**src/rtl/pipe_hazard_ctrl.sv**
```systemverilog
// Sequencing controller for the 5-stage pipe: stage enables/flushes, load-use bubble,
// EXE forwarding selects, data-memory req/ack handshake with timeout, saturating stall counter.
module pipe_hazard_ctrl #(
   parameter logic [1:0] LOAD_WBSEL = 2'b01,
   parameter int         CNT_W      = 32,
   parameter int         DM_TIMEOUT = 255
) (
   input  logic             clk,
   input  logic             rst,
   input  logic [4:0]       ID_Rs,
   input  logic [4:0]       ID_Rt,
   input  logic             ID_UseRs,
   input  logic             ID_UseRt,
   input  logic [4:0]       EXE_Rs,
   input  logic [4:0]       EXE_Rt,
   input  logic [4:0]       EXE_Rw,
   input  logic             EXE_RfWr,
   input  logic [1:0]       EXE_WbSel,
   input  logic             EXE_Redirect,
   input  logic [4:0]       MEM_Rw,
   input  logic             MEM_RfWr,
   input  logic [1:0]       MEM_WbSel,
   input  logic             MEM_DmAcc,
   input  logic [4:0]       WB_Rw,
   input  logic             WB_RfWr,
   input  logic             DmAck,
   input  logic [31:0]      DmRData,
   output logic             DmReq,
   output logic [31:0]      MEM_DmOut,
   output logic             PC_En,
   output logic             IFID_En,
   output logic             IDEXE_En,
   output logic             EXEMEM_En,
   output logic             MEMWB_En,
   output logic             IFID_Flush,
   output logic             IDEXE_Flush,
   output logic             EXEMEM_Flush,
   output logic             MEMWB_Flush,
   output logic [1:0]       FwdA,
   output logic [1:0]       FwdB,
   output logic             DmErr,
   output logic [CNT_W-1:0] StallCnt
);

   localparam int TO_W = (DM_TIMEOUT > 0) ? $clog2(DM_TIMEOUT + 1) : 1;

   typedef enum logic [1:0] {IDLE, WAIT, DONE} dm_state_t;

   dm_state_t        state, state_nxt;
   logic [TO_W-1:0]  wait_cnt, wait_cnt_nxt;
   logic [31:0]      dm_data, dm_data_nxt;
   logic             dm_err_nxt;
   logic             dm_busy;
   logic             load_use;
   logic             timed_out;
   logic [CNT_W-1:0] stall_cnt;

   function automatic logic [CNT_W-1:0] sat_inc(input logic [CNT_W-1:0] v);
      return (&v) ? v : v + CNT_W'(1);
   endfunction

   // Register 0 is hardwired zero, so it is never a forwarding target.
   function automatic logic [1:0] fwd_sel(input logic [4:0] src);
      if (src == 5'd0)
         return 2'b00;
      if (MEM_RfWr && (MEM_Rw == src) && (MEM_WbSel != LOAD_WBSEL))
         return 2'b10;
      if (WB_RfWr && (WB_Rw == src))
         return 2'b01;
      return 2'b00;
   endfunction

   assign load_use = EXE_RfWr && (EXE_WbSel == LOAD_WBSEL) && (EXE_Rw != 5'd0) &&
                     ((ID_UseRs && (ID_Rs == EXE_Rw)) || (ID_UseRt && (ID_Rt == EXE_Rw)));

   assign timed_out = (DM_TIMEOUT != 0) && (wait_cnt == TO_W'(DM_TIMEOUT));

   always_comb begin
      state_nxt    = state;
      wait_cnt_nxt = wait_cnt;
      dm_data_nxt  = dm_data;
      dm_err_nxt   = DmErr;
      dm_busy      = 1'b0;
      DmReq        = 1'b0;
      MEM_DmOut    = dm_data;
      unique case (state)
         IDLE: begin
            DmReq = MEM_DmAcc;
            if (MEM_DmAcc && DmAck) begin
               MEM_DmOut = DmRData;
            end else if (MEM_DmAcc) begin
               state_nxt    = WAIT;
               wait_cnt_nxt = TO_W'(1);
            end
         end
         WAIT: begin
            DmReq        = 1'b1;
            dm_busy      = 1'b1;
            wait_cnt_nxt = wait_cnt + TO_W'(1);
            if (DmAck) begin
               dm_data_nxt = DmRData;
               state_nxt   = DONE;
            end else if (timed_out) begin
               dm_err_nxt  = 1'b1;
               dm_data_nxt = '0;
               state_nxt   = DONE;
            end
         end
         // DONE keeps the request low for one cycle so the same access is not re-issued.
         DONE: state_nxt = IDLE;
         default: state_nxt = IDLE;
      endcase
      if (rst)
         DmReq = 1'b0;
   end

   always_comb begin
      PC_En        = 1'b1;
      IFID_En      = 1'b1;
      IDEXE_En     = 1'b1;
      EXEMEM_En    = 1'b1;
      MEMWB_En     = 1'b1;
      IFID_Flush   = 1'b0;
      IDEXE_Flush  = 1'b0;
      EXEMEM_Flush = 1'b0;
      MEMWB_Flush  = 1'b0;
      if (rst) begin
         {PC_En, IFID_En, IDEXE_En, EXEMEM_En, MEMWB_En} = '0;
         {IFID_Flush, IDEXE_Flush, EXEMEM_Flush, MEMWB_Flush} = '1;
      end else if (dm_busy) begin
         {PC_En, IFID_En, IDEXE_En, EXEMEM_En, MEMWB_En} = '0;
      end else if (EXE_Redirect) begin
         IFID_Flush  = 1'b1;
         IDEXE_Flush = 1'b1;
      end else if (load_use) begin
         PC_En       = 1'b0;
         IFID_En     = 1'b0;
         IDEXE_Flush = 1'b1;
      end
   end

   assign FwdA     = rst ? 2'b00 : fwd_sel(EXE_Rs);
   assign FwdB     = rst ? 2'b00 : fwd_sel(EXE_Rt);
   assign StallCnt = stall_cnt;

   always_ff @(posedge clk) begin
      if (rst) begin
         state     <= IDLE;
         dm_data   <= '0;
         DmErr     <= 1'b0;
         stall_cnt <= '0;
      end else begin
         state    <= state_nxt;
         dm_data  <= dm_data_nxt;
         DmErr    <= dm_err_nxt;
         if (!PC_En)
            stall_cnt <= sat_inc(stall_cnt);
      end
   end

   always_ff @(posedge clk) begin
      wait_cnt <= wait_cnt_nxt;
   end

endmodule

```
**config.mk**
```make
export PLATFORM = sky130hd
export DESIGN_NAME = pipe_hazard_ctrl
export DESIGN_NICKNAME = d
export VERILOG_FILES = /design/src/rtl/pipe_hazard_ctrl.sv
export SDC_FILE = /design/constraint.sdc
export NUM_CORES = 1
export LEC_CHECK = 0
export BUFFER_PORTS_ARGS = -buffer_cell sky130_fd_sc_hd__buf_2
export CAP_MARGIN = 20
export CORE_ASPECT_RATIO = 1.25
export CORE_MARGIN = 2
export CORE_UTILIZATION = 49
export DETAILED_ROUTE_END_ITERATION = 10
export HOLD_SLACK_MARGIN = 0.15
export PLACE_DENSITY_LB_ADDON = 0.15
export SLEW_MARGIN = 20
export SYNTH_ARGS = -nofsm -noshare
export SYNTH_HDL_FRONTEND = slang
export SYNTH_SLANG_ARGS = --single-unit
```
**constraint.sdc**
```tcl
create_clock -name clk -period 2.7 [get_ports clk]
set_clock_uncertainty 0.15 [all_clocks]
set_input_delay 0.27 -clock clk [delete_from_list [all_inputs] [get_ports clk]]
set_output_delay 0.27 -clock clk [all_outputs]
set_load 0.05 [all_outputs]
```
# [Word level (Yosys, flattened, before mapping)]
# Cells that the tools add are included.
[classes] addsub=2 eq_ne=13 muxes=55 n_bitwise=3 reduce_logical=25
[ops] op="$mux W32" count=4
[ops] op="$mux W2" count=18
[ops] op="$add A32 B1 Y32 const B" count=1
[ops] op="$reduce_and A32 Y1" count=1
[ops] op="$eq A5 B5 Y1" count=6
[ops] op="$mux W1" count=28
[ops] op="$mux W8" count=2
[ops] op="$pmux W8 S2" count=1
[ops] op="$logic_and A1 B1 Y1" count=12
[ops] op="$logic_not A5 Y1" count=2
[ops] op="$reduce_and A3 Y1" count=3
[ops] op="$add A8 B1 Y8 const B" count=1
[ops] op="$eq A8 B8 Y1 const B" count=1
[ops] op="$reduce_bool A5 Y1" count=1
[ops] op="$eq A2 B1 Y1 const B" count=2
[ops] op="$ne A2 B2 Y1 const B" count=2
[ops] op="$pmux W2 S2" count=1
[ops] op="$reduce_and A2 Y1" count=2
[ops] op="$reduce_bool A2 Y1" count=2
[ops] op="$ne A3 B3 Y1 const B" count=1
[ops] op="$not A1 Y1" count=3
[ops] op="$logic_not A2 Y1" count=1
[ops] op="$ne A2 B1 Y1 const B" count=1
[ops] op="$pmux W1 S2" count=1
[ops] op="$logic_or A1 B1 Y1" count=1
[totals] register_bits=75 output_inout_bits=79 elab_cells=103

# [Longest topological paths before layout]
[depth] ltp_word=11 depth_mapped=9 mapped_depth_nobuf=6

# [Worst setup path after synthesis]
# No wires, ideal clock.
[synth_timing] path_kind="input-to-output" from="input port rst" to="output port FwdA[0]" arrival_time_ns=2.267 t_required_ns=2.280 slack_ns=0.013 path_stages=4 cell_sequence="clkbuf_8 -> nor2b_1 -> nand2_1 -> nor4b_1"
[synth_via] elab_chain_cells=1
[synth_lines] item="start: declaration" line="9" source="input logic rst,"
[synth_lines] item="$mux W2" line="142" source="assign FwdA = rst ? 2'b00 : fwd_sel(EXE_Rs);"
[synth_lines] item="end: declaration" line="39" source="output logic [1:0] FwdA,"
# Every way passes these cells.

# [Worst setup path in the final report]
[layout_timing] from="register state[1]" to="output port MEM_DmOut[30]"
[layout_via] elab_chain_cells=2
[layout_lines] item="start: declaration" line="49" source="dm_state_t state, state_nxt;"
[layout_lines] item="start signal: assignment" line="153" source="state <= state_nxt;"
[layout_lines] item="$logic_not A2 Y1" line="86" source="unique case (state)"
[layout_lines] item="$mux W32" line="86"
[layout_lines] item="end: declaration" line="29" source="output logic [31:0] MEM_DmOut,"
# Every way passes these cells.

==> results.tsv <==
stage	metric	value	unit
synth	synth.net_count	546	
synth	async_reset_ff_frac	0	
global_routing	grt_overflow_total	0	
clock_network	cts_tree	done	
clock_network	cts_made_buffers	9	
floorplanning	die_area	9250	um2
floorplanning	start_util	0.505	
synth	seq_area_frac_synth	0.380	
clock_network	root_buffer	clkbuf_8	
min_path	hold_depth	3	
global_routing	grt_pass1_vias	3982	
routing	drtAntennaViolNets	0	
place	placed_area	4980	um2
synth	yosysTopAreaCell	dfxtp_1	
global_routing	grt_pass1_wl	18.5	mm
power_and_ir_drop	power.switching	876	uW
setup_path	end_kind	output pin	
floorplanning	die_w	86.4	um
routing	wl_per_cell	15.6	um
power_and_ir_drop	power	2.60	mW
setup_path	rr_worst_depth	7	
global_routing	grt_usage	0.246	
layout	diodes	0	
status	status	finished, final reports clean	
layout	areaGrowthSynthToFinish	31.7	%
synth	yosys_warnings	0	
place	portBuffers	159	
power_and_ir_drop	p_seq_frac	0.455	
layout	layout_commonest_cell	buf_2	
clock_network	post_cts_resized	0	
synth	syn_inst	463	
global_routing	grt_start_max_net_pins	75	
clock_network	post_cts_buffers	0	
power_and_ir_drop	power_density	475	nW/um2
sta	fin_crit_sh	0.867	
clock_network	cts_buffer_depth	2	
sta	fin_hold_ws	0.189	ns
setup_path	cp.arrival	1.92	ns
run	maxCapViolCount	0	
synth	synth_top_area_frac	0.322	
min_path	hold_path.class	in2reg	
sta	worst_pin_slew	0.673	ns
sta	drv_slew	0	
layout	final_cell_mix	buf_2, dfxtp_1, nor2_1, a21oi_1	
routing	first_pass_iters	4	
global_routing	antenna_found_initial	0	
floorplanning	num_rows	37	
power_and_ir_drop	combPwrFrac	0.230	
power_and_ir_drop	ir_drop	0.352	mV
sta	fmaxAchievable	427	MHz
power_and_ir_drop	swShare	0.337	
synth	synth_area_per_cell	8.99	um2
place	hpwl	8.07	mm
sta	setup_violations	0	
setup_path	path_class	reg2out	
floorplanning	ios	160	
sta	rsz0062_at_grt	no	
power_and_ir_drop	internal-power	1.72	mW
sta	period_minus_slack	2.34	ns
floorplanning	die_h	107	um
clock_network	cts_max_level	3	
synth	synth-seq-cells	75	
routing	drt-initial-drc-count	174	
floorplanning	core-area	8240	um2
sta	setup-tns-final	0	ns
setup_path	worst_ep_required_time	2.28	ns
synth	synth_cell_types	52	
power_and_ir_drop	power_frac_clock	0.316	
clock_network	clkTransAtPathRegs	0.09	ns
routing	via_count	4268	
place	place_congestion	0.858	
power_and_ir_drop	leakagePower	2.33	nW
synth	syn_area	4160	um2
sta	slew_headroom	0.550	
layout	design_area	5480	um2
place	post-place-ws	0.293	ns
clock_network	postCtsHoldBufs	32	
synth	synth_edf_count	8	
clock_network	clk_latency	0.35	ns
setup_path	critPathLaunchType	flop	
routing	drc	0	
sta	layout_setup_ws	0.358	ns
setup_path	crit_fanout	32	
sta	hold_viol	0	
routing	routed_via_density	5.74	
synth	synth.area.top_cells	dfxtp_1, mux2_2, a22oi_1	
layout	drive_gt1_frac	0.351	
synth	synth_top_flop_cell	dfxtp_1	
clock_network	cts.sinks	75	
routing	wl	11.6	mm
layout	nets	725	
logic make-up (layout without fill, tap and decap cells):
| group | Yosys count | in the layout | synth area share |
|---|---|---|---|
| AO/OA/AOI/OAI | 107 | 107 | 0.160 |
| XOR/XNOR | 35 | 35 | 0.0737 |
| adder cells (fa/ha/maj) | 2 | 2 | 0.00601 |
| buffers and inverters | 37 | 221 | 0.0517 |
| flip-flops | 75 | 75 | 0.380 |
| multiplexers | 33 | 33 | 0.0890 |
| AND/OR/NAND/NOR | 174 | 174 | 0.240 |
sequential cells by signal (all words and copies together), names as in the netlist:
| name | cells |
|---|---|
| StallCnt | 32 |
| dm_data | 32 |
| state | 2 |
| DmErr | 1 |
| wait_cnt | 8 |
synth_stat cells, drive strengths merged, types with 4 or more instances:
| master | count |
|---|---|
| nor3 | 6 |
| mux2 | 32 |
| a21oi | 34 |
| o21ai | 25 |
| nand4 | 19 |
| xnor2 | 23 |
| clkbuf | 21 |
| or3 | 22 |
| nor2 | 51 |
| nand2 | 23 |
| and2 | 4 |
| buf | 10 |
| xor2 | 12 |
| or4 | 13 |
| dfxtp | 67 |
| inv | 6 |
| nor4 | 4 |
| a22oi | 32 |
| edfxtp | 8 |
| o31ai | 9 |
| nand3 | 15 |
| and3 | 7 |
stage by stage:
stage,util,instances
2_1_floorplan,-,463
3_3_place_gp,0.604,696
3_5_place_dp,0.604,696
4_1_cts,0.665,744
5_1_grt,0.665,744
6_report,0.665,744
layer usage:
metal  GRT usage  share of wire  vias up
li1            -              -     2066
met2       0.447           0.53      139
met4      0.0915          0.020        0
met3      0.0523          0.056       20
met5           0              0        -
met1       0.279           0.39     2043
area by class of cell:
cell class	count	area (um2)
Clock buffer	9	124
Clock inverter	7	56.3
Fill cell	695	2760
Inverter	6	22.5
Multi-Input combinational cell	351	2370
Sequential cell	75	1580
Tap cell	97	121
Timing Repair Buffer	199	1200
power groups by stage:
stage               Combinational, mW  Clock [mW]  Sequential [mW]
CTS                             0.593       0.832             1.18
global placement                0.546           0             1.21
floorplan                       0.396           0             1.21
global route                    0.636       0.886             1.19
finish                          0.597       0.821             1.18
detailed placement              0.556           0             1.21
critical path, stage by stage, from the launching register on:
cell and delay, ns:
dfxtp_1 0.38, nor3_2 0.16, buf_4 0.39, mux2_2 0.40, buf_2 0.21
path summary, 6_finish.rpt:
check                    start             to  slack, ns
setup / recovery      state[1]  MEM_DmOut[30]       0.36
hold / removal       MEM_DmAcc       state[0]       0.19
setup reg to reg      state[0]    StallCnt[7]       0.38
hold reg to reg   StallCnt[12]   StallCnt[12]       0.35
(Power assumes the default switching activity.)
